$ cat config.mk
export PLATFORM = sky130hd
export DESIGN_NAME = writeback
export DESIGN_NICKNAME = d
export VERILOG_FILES = /design/src/rtl/writeback.sv
export SDC_FILE = /design/constraint.sdc
export NUM_CORES = 1
export LEC_CHECK = 0
export ABC_AREA = 1
export ABC_CLOCK_PERIOD_IN_PS = 1900
export CORE_MARGIN = 2
export CORE_UTILIZATION = 47
export CTS_BUF_LIST = sky130_fd_sc_hd__clkbuf_4 sky130_fd_sc_hd__clkbuf_8 sky130_fd_sc_hd__clkbuf_16
export DETAILED_ROUTE_END_ITERATION = 6
export PLACE_DENSITY = 0.81
export SLEW_MARGIN = 20
export SYNTH_ARGS = -nofsm -noshare
export SYNTH_HDL_FRONTEND = slang
export SYNTH_SLANG_ARGS = --single-unit
$ cat constraint.sdc
create_clock -name clk -period 1.9 [get_ports clk]
set_input_delay 0.38 -clock clk [delete_from_list [all_inputs] [get_ports clk]]
set_output_delay 0.38 -clock clk [all_outputs]
set_load 0.02 [all_outputs]
$ cat src/rtl/writeback.sv
// Final stage: commits regfile writes (1-cycle latency), counts retirements/branches, never stalls exec.
// On exception: flush for FLUSH_CYCLES then redirect to TRAP_VECTOR; WB_HALT_ON_TRAP_EN halts instead.
module writeback #(
   parameter int              XLEN         = 32,
   parameter int              ALEN         = 32,
   parameter logic [ALEN-1:0] TRAP_VECTOR  = 'h100,
   parameter int              FLUSH_CYCLES = 3,
   parameter int              CNT_W        = 64
) (
   input  logic             clk,
   input  logic             rst,
   input  logic             prev_stalled,
   input  logic             exec_exception,
   input  logic             exec_is_branch,
   input  logic             exec_is_reg_write,
   input  logic [4:0]       exec_reg_write_sel,
   input  logic [XLEN-1:0]  exec_result,
   input  logic [ALEN-1:0]  exec_branch_target,
   input  logic [ALEN-1:0]  exec_instruction_next_addr,
   output logic             reg_write_en,
   output logic [4:0]       reg_write_sel,
   output logic [XLEN-1:0]  reg_write_data,
   output logic             flush,
   output logic             redirect_valid,
   output logic [ALEN-1:0]  redirect_addr,
   output logic [ALEN-1:0]  trap_next_addr,
   output logic             halted,
   output logic [CNT_W-1:0] retired_count,
   output logic [CNT_W-1:0] branch_count
);

   typedef enum logic [1:0] {
      RUN,
      TRAP_FLUSH,
      TRAP_REDIRECT
`ifdef WB_HALT_ON_TRAP_EN
      , HALT
`endif
   } state_t;

   state_t     state, state_next;
   logic [3:0] flush_cnt, flush_cnt_next;
   logic       accept, commit, do_write;
   logic       unused_target;

   // The branch target is informational only; the branch itself is what gets counted.
   assign unused_target = ^exec_branch_target;

   assign accept   = !prev_stalled && (state == RUN);
   assign commit   = accept && !exec_exception;
   assign do_write = commit && exec_is_reg_write && (exec_reg_write_sel != 5'd0);

   always_comb begin
      state_next     = state;
      flush_cnt_next = flush_cnt;
      flush          = 1'b0;
      redirect_valid = 1'b0;
      redirect_addr  = '0;
`ifdef WB_HALT_ON_TRAP_EN
      halted         = 1'b0;
`endif
      case (state)
         RUN: begin
            if (accept && exec_exception) begin
               state_next     = TRAP_FLUSH;
               flush_cnt_next = 4'(FLUSH_CYCLES);
            end
         end
         TRAP_FLUSH: begin
            flush          = 1'b1;
            flush_cnt_next = flush_cnt - 4'd1;
            if (flush_cnt == 4'd1) begin
`ifdef WB_HALT_ON_TRAP_EN
               state_next = HALT;
`else
               state_next = TRAP_REDIRECT;
`endif
            end
         end
         TRAP_REDIRECT: begin
            redirect_valid = 1'b1;
            redirect_addr  = TRAP_VECTOR;
            state_next     = RUN;
         end
`ifdef WB_HALT_ON_TRAP_EN
         HALT: begin
            flush  = 1'b1;
            halted = 1'b1;
         end
`endif
         default: state_next = RUN;
      endcase
   end

`ifndef WB_HALT_ON_TRAP_EN
   assign halted = 1'b0;
`endif

   always_ff @(posedge clk or negedge rst) begin
      if (!rst) begin
         state          <= RUN;
         flush_cnt      <= 4'd0;
         trap_next_addr <= '0;
         reg_write_en   <= 1'b0;
         reg_write_sel  <= 5'd0;
         reg_write_data <= '0;
         retired_count  <= '0;
         branch_count   <= '0;
      end else begin
         state          <= state_next;
         flush_cnt      <= flush_cnt_next;
         reg_write_en   <= do_write;
         reg_write_sel  <= do_write ? exec_reg_write_sel : 5'd0;
         reg_write_data <= do_write ? exec_result : '0;
         if (accept && exec_exception)
            trap_next_addr <= exec_instruction_next_addr;
         if (commit) begin
            retired_count <= retired_count + CNT_W'(1);
            if (exec_is_branch)
               branch_count <= branch_count + CNT_W'(1);
         end
      end
   end

endmodule

==> flow_summary_export.csv, run 1 <==
group,metric,value,unit
run_status,status,"finished, final reports clean",
clock_tree,clock_latency,0.50,ns
final_layout,final_cell_count_no_fill,1926,
timing,tightest_slew,0.5707,ns
global_routing,grt_overflow,0,
setup_path,arrival,1.49,ns
setup_path,worstSetupEndpointType,"output port",
setup_path,crit_slowest_cell,"clkdlybuf4s50_1",
timing,slew-limit-headroom,61.95,%
place,place.gp.congestion,0.9009,
yosys,seq_area_frac_synth,48.53,%
clock_tree,cts_tree,"built",
final_layout,syn2layout_area_growth,38.93,%
clock_tree,cts.clk_slew.worst_paths,0.06,ns
drt,dr.pass1.iters,5,
yosys,synth_seq_cells,204,
clock_tree,clock_sinks,204,
timing,holdWs,0.3995,ns
floorplan,die-height,153.6,microns
setup_path,crit_buf_inv,1,
final_layout,fill_cells,1815,
final_layout,final_cell_area,0.01462,sq mm
global_routing,grt_pass1_vias,9652,
yosys,yosys_warnings,0,
final_layout,final_cell_mix,"320 x nand2_1, 205 x nor2_1, 204 x dfrtp_1",
drt,drc,0,
setup_path,crit_type,"flip-flop to output port",
final_layout,finalNetCount,1743,
drt,detail-route-antenna-nets,0,
floorplan,dieWidth,153.6,microns
pwr,total_power,0.01263,W
timing,finClkSkew,0.007273,ns
global_routing,grt_max_degree,60,
min_path,hold_path.class,"input pin to flip-flop",
floorplan,initial_core_util,48.06,%
timing,rsz0062_at_grt,"true",
yosys,synth_area,0.01052,sq mm
clock_tree,cts_max_level,1,
timing,slew_viol_final,0,
floorplan,core,0.02189,sq mm
place,dp_cells,1883,
place,place_area,0.01398,sq mm
floorplan,ios,340,
job,drv_cap,0,
setup_path,timing.critical_path.fanout_max,1,
setup_path,cp-start-kind,"flip-flop",
setup_path,cp_top_family,"buffers and inverters",
clock_tree,cts.path.max_buffers,3,
pwr,leakagePower,7.457,nW
floorplan,rows,54,
setup_path,max_stage_delay,0.62,ns
floorplan,dieArea,0.02360,sq mm
drt,drt-total-wl,29.95,mm
yosys,syn_inst,1278,
place,numPortBuffers,275,
timing,fin_setup_tns,0,ns
drt,vias,9642,
pwr,p_per_area,863.8,mW/mm^2
setup_path,worstPathCellList,"clkdlybuf4s50_1",
pwr,ir_drop,0.0006450,V
final_layout,drive_above_1_share,11.18,%
clock_tree,cts_root_buf,"clkbuf_16",
final_layout,final_common_cell,"nand2_1",
global_routing,grt_pass1_wl,47.95,mm
timing,finalHoldViolCount,0,
yosys,synth_cell_types,34,
yosys,synth.avg_cell_area,8.232,sq um
drt,via_per_inst,5.006,
setup_path,worstPathRequired,1.52,ns
final_layout,diodes,0,
timing,fmax,535.3,MHz
place,hpwlAfterDp,23.16,mm
clock_tree,cts_buffers,23,
timing,setup_viol,0,
drt,routedWlPerCell,15.55,microns
timing,fin_crit_sh,98.32,%
timing,period_needed,1.868,ns
drt,drt_iter0_markers,652,
global_routing,antenna_found_initial,0,
global_routing,grt_util_all_layers,24.90,%
## synthesized netlist by cell type, drive strengths merged
cell type	number	area [sq um]
o21bai	2	15.01
inv	174	653.1
xor2	47	411.6
nand4	33	221.5
dfrtp	204	5105
o22ai	1	6.260
or2	1	6.260
nor4	1	6.260
and3	1	6.260
ha	4	50.05
a21oi	3	15.01
buf	44	352.8
nor3	25	140.1
a31o	1	8.760
nand3b	12	90.09
nand3	81	432.9
and2	4	25.02
conb	1	3.750
mux2	32	360.4
nor2	235	979.7
o21ai	3	15.01
xnor2	42	367.9
nand2	323	1217
nor3b	4	30.03
## cell families after synthesis
family	Yosys count	share of synthesized area (%)
AND/OR/NAND/NOR	720	30.00
AO/OA/AOI/OAI	10	0.5708
buffers and inverters	218	9.562
flip-flops	204	48.53
multiplexers	32	3.425
other	1	0.03565
adder cells (fa/ha/maj)	4	0.4758
XOR/XNOR	89	7.410
## where the power goes
part | leakage, nW | switching (W) | internal [W]
Clock | 0.375 | 0.00178 | 0.00260
Combinational | 4.38 | 0.00156 | 0.00150
Sequential | 2.70 | 0.000317 | 0.00488
## what timing repair did
item,4_1_cts,5_1_grt
hold buffers,1,0
gates resized for setup,132,11
endpoints found under the setup margin,129,40
endpoints found under the hold margin,51,0
buffers inserted,0,3
pin swaps,0,1
## routing by layer
| metal | vias to the layer above | routed length [microns] | global-route usage (%) |
|---|---|---|---|
| met5 | - | 0 | 0 |
| li1 | 4608 | - | - |
| met2 | 368 | 15210 | 45.27 |
| met3 | 64 | 2083 | 4.510 |
| met4 | 0 | 1039 | 8.388 |
| met1 | 4602 | 11620 | 29.66 |
## per-stage QoR
stage / worst slack [ns] / util (%)
2_1_floorplan: 0.1889 / -
3_3_place_gp: -0.2100 / 63.84
3_5_place_dp: -0.2808 / 63.84
4_1_cts: 0.006154 / 66.49
5_1_grt: -0.04080 / 66.76
6_report: 0.03196 / 66.76
## state kept, by name, summed over array words and instances, names as in the netlist
name and count:
branch_count 64, flush_cnt 4, reg_write_data 32, reg_write_en 1, reg_write_sel 5, retired_count 64, state 2, trap_next_addr 32
## path summary, 6_finish.rpt
check | cells past startpoint | from | slack (ns) | to
setup / recovery | 1 | reg_write_data[29]$_DFF_PN0_ | 0.03 | reg_write_data[29]
hold / removal | 3 | exec_result[10] | 0.40 | reg_write_data[10]$_DFF_PN0_
setup reg to reg | 11 | branch_count[0]$_DFFE_PN0P_ | 0.11 | branch_count[58]$_DFFE_PN0P_
hold reg to reg | 2 | retired_count[63]$_DFFE_PN0P_ | 0.49 | retired_count[63]$_DFFE_PN0P_
max in group asynchronous | 3 | rst | 0.86 | reg_write_data[21]$_DFF_PN0_
min in group asynchronous | 2 | rst | 0.46 | retired_count[24]$_DFFE_PN0P_
## cell type report
class | instances | area [sq um] | share of cell area, %
clock buffers | 32 | 674.4 | 4.614
clock inverters | 7 | 60.06 | 0.4109
repair buffers | 342 | 3214 | 21.99
flip-flops and latches | 204 | 5105 | 34.93
well taps | 280 | 350.3 | 2.397
multi-input cells | 887 | 4558 | 31.19
inverters | 174 | 653.1 | 4.469
Note: power is estimated with default switching activity, not from simulation.
==> run 2, diff against run 1 <==
HOLD_SLACK_MARGIN = 0.03   (was not set)
==> results of run 2 <==
No change in the layout: final DEF, timing and power equal those of run 1.
==> run 3, diff against run 2 <==
ABC_CLOCK_PERIOD_IN_PS = 2100   (was 1900)
clock period = 2.1 ns   (was 1.9 ns; I/O delays follow)
==> flow_summary_export.csv, run 3 (synthesized netlist as in run 1, its figures left out) <==
group,metric,value,unit
floorplan,rows,54,
drt,drt_iter0_markers,634,
setup_path,cp-start-kind,"flip-flop",
global_routing,grt.met3_usage,4.510,%
final_layout,diodes,0,
drt,routedWlPerCell,15.15,microns
final_layout,fill_cells,1762,
timing,rsz0062_at_grt,"false",
place,hpwlAfterDp,22.71,mm
setup_path,max_stage_delay,0.66,ns
drt,vias,9336,
final_layout,finalNetCount,1725,
drt,via_per_inst,4.888,
clock_tree,cts_setup_buffers,0,
final_layout,syn2layout_area_growth,38.96,%
pwr,ir_drop,0.0005558,V
timing,slew_viol_final,0,
timing,fmax,484.3,MHz
global_routing,grt_util_all_layers,24.01,%
drt,dr.pass1.iters,5,
setup_path,crit_slowest_cell,"clkdlybuf4s50_1",
final_layout,final_cell_mix,"321 x nand2_1, 260 x clkdlybuf4s50_1, 206 x nor2_1",
final_layout,final_common_cell,"nand2_1",
setup_path,worstSetupEndpointType,"output port",
setup_path,timing.critical_path.fanout_max,5,
clock_tree,cts_buffers,23,
clock_tree,cts.path.max_buffers,3,
drt,detail-route-antenna-nets,0,
setup_path,crit_buf_inv,1,
global_routing,grt_use_met1,29.41,%
floorplan,dieArea,0.02360,sq mm
global_routing,grt_pass1_vias,9237,
floorplan,die-height,153.6,microns
final_layout,largestRegisters,"branch_count (64), retired_count (64)",
drt,drt-total-wl,28.94,mm
run_status,status,"finished, final reports clean",
place,numPortBuffers,275,
floorplan,initial_core_util,48.06,%
timing,setup_viol,0,
setup_path,cp_top_family,"buffers and inverters",
global_routing,grt_max_degree,62,
setup_path,worstPathRequired,1.68,ns
timing,tightest_slew,0.5700,ns
setup_path,crit_type,"flip-flop to output port",
min_path,hold_path.class,"input pin to flip-flop",
timing,finClkSkew,0.008139,ns
clock_tree,cts_root_buf,"clkbuf_16",
final_layout,drive_above_1_share,10.12,%
global_routing,grt_overflow,0,
timing,holdWs,0.4254,ns
pwr,leakagePower,6.959,nW
clock_tree,cts_tree,"built",
global_routing,antenna_found_initial,0,
timing,finalHoldViolCount,0,
global_routing,busiest_layer,"met2",
clock_tree,cts.clk_slew.worst_paths,0.06,ns
floorplan,ios,340,
global_routing,grt_pass1_wl,46.18,mm
clock_tree,clock_latency,0.51,ns
place,place.gp.congestion,0.9201,
floorplan,dieWidth,153.6,microns
final_layout,final_cell_count_no_fill,1910,
setup_path,arrival,1.64,ns
setup_path,worstPathCellList,"clkdlybuf4s50_1",
job,drv_cap,0,
pwr,total_power,0.01152,W
timing,period_needed,2.065,ns
final_layout,final_core_util,66.78,%
global_routing,grt_util_met2,42.26,%
clock_tree,clock_sinks,204,
timing,slew-limit-headroom,62.00,%
timing,fin_crit_sh,98.32,%
drt,drc,0,
place,dp_cells,1868,
clock_tree,cts_max_level,1,
pwr,p_per_area,787.8,mW/mm^2
floorplan,core,0.02189,sq mm
==> run 3: final cells by class <==
cell class | instances | area, sq um | share of cell area [%]
flip-flops and latches | 204 | 5105 | 34.92
multi-input cells | 887 | 4536 | 31.03
repair buffers | 324 | 3198 | 21.88
inverters | 174 | 653.1 | 4.468
clock buffers | 25 | 603.1 | 4.125
well taps | 280 | 350.3 | 2.396
clock inverters | 16 | 173.9 | 1.190
==> run 3: power breakdown <==
group	internal (W)	total [W]	switching [W]	leakage, nW
combinational	0.00134	0.00270	0.00137	3.88
sequential	0.00441	0.00471	0.000302	2.70
clock	0.00246	0.00410	0.00165	0.381
total	0.00820	0.0115	0.00332	6.96
==> run 3: path summary, 6_finish.rpt <==
| kind | slack (ns) | to | cells past startpoint | startpoint |
|---|---|---|---|---|
| worst max-delay path | 0.04 | retired_count[43] | 1 | retired_count[43]$_DFFE_PN0P_ |
| worst min-delay path | 0.43 | reg_write_data[12]$_DFF_PN0_ | 3 | exec_result[12] |
| worst max register to register | 0.18 | retired_count[54]$_DFFE_PN0P_ | 10 | retired_count[0]$_DFFE_PN0P_ |
| worst min register to register | 0.49 | retired_count[63]$_DFFE_PN0P_ | 2 | retired_count[63]$_DFFE_PN0P_ |
| max in group asynchronous | 0.93 | branch_count[51]$_DFFE_PN0P_ | 3 | rst |
| min in group asynchronous | 0.45 | retired_count[33]$_DFFE_PN0P_ | 2 | rst |
==> run 3: repair_timing <==
item	in CTS	in global routing
setup endpoints to repair	6	19
hold endpoints to repair	55	0
hold buffers	1	0
resized for setup	6	14
==> run 3: metal layers <==
| metal | vias up | routed length (microns) |
|---|---|---|
| met4 | 0 | 1017 |
| met1 | 4384 | 11560 |
| met5 | - | 0 |
| li1 | 4561 | - |
| met2 | 321 | 14510 |
| met3 | 70 | 1847 |
==> run 3: per-stage QoR <==
step | setup TNS [ns] | setup slack (ns) | area (sq um)
after floorplan | 0 | 0.3889 | 10640
after global placement | -0.6704 | -0.04948 | 13810
after detailed placement | -3.643 | -0.1410 | 13810
after CTS | 0 | 0.001029 | 14590
after global routing | 0 | 0.0005016 | 14620
final | 0 | 0.03521 | 14620
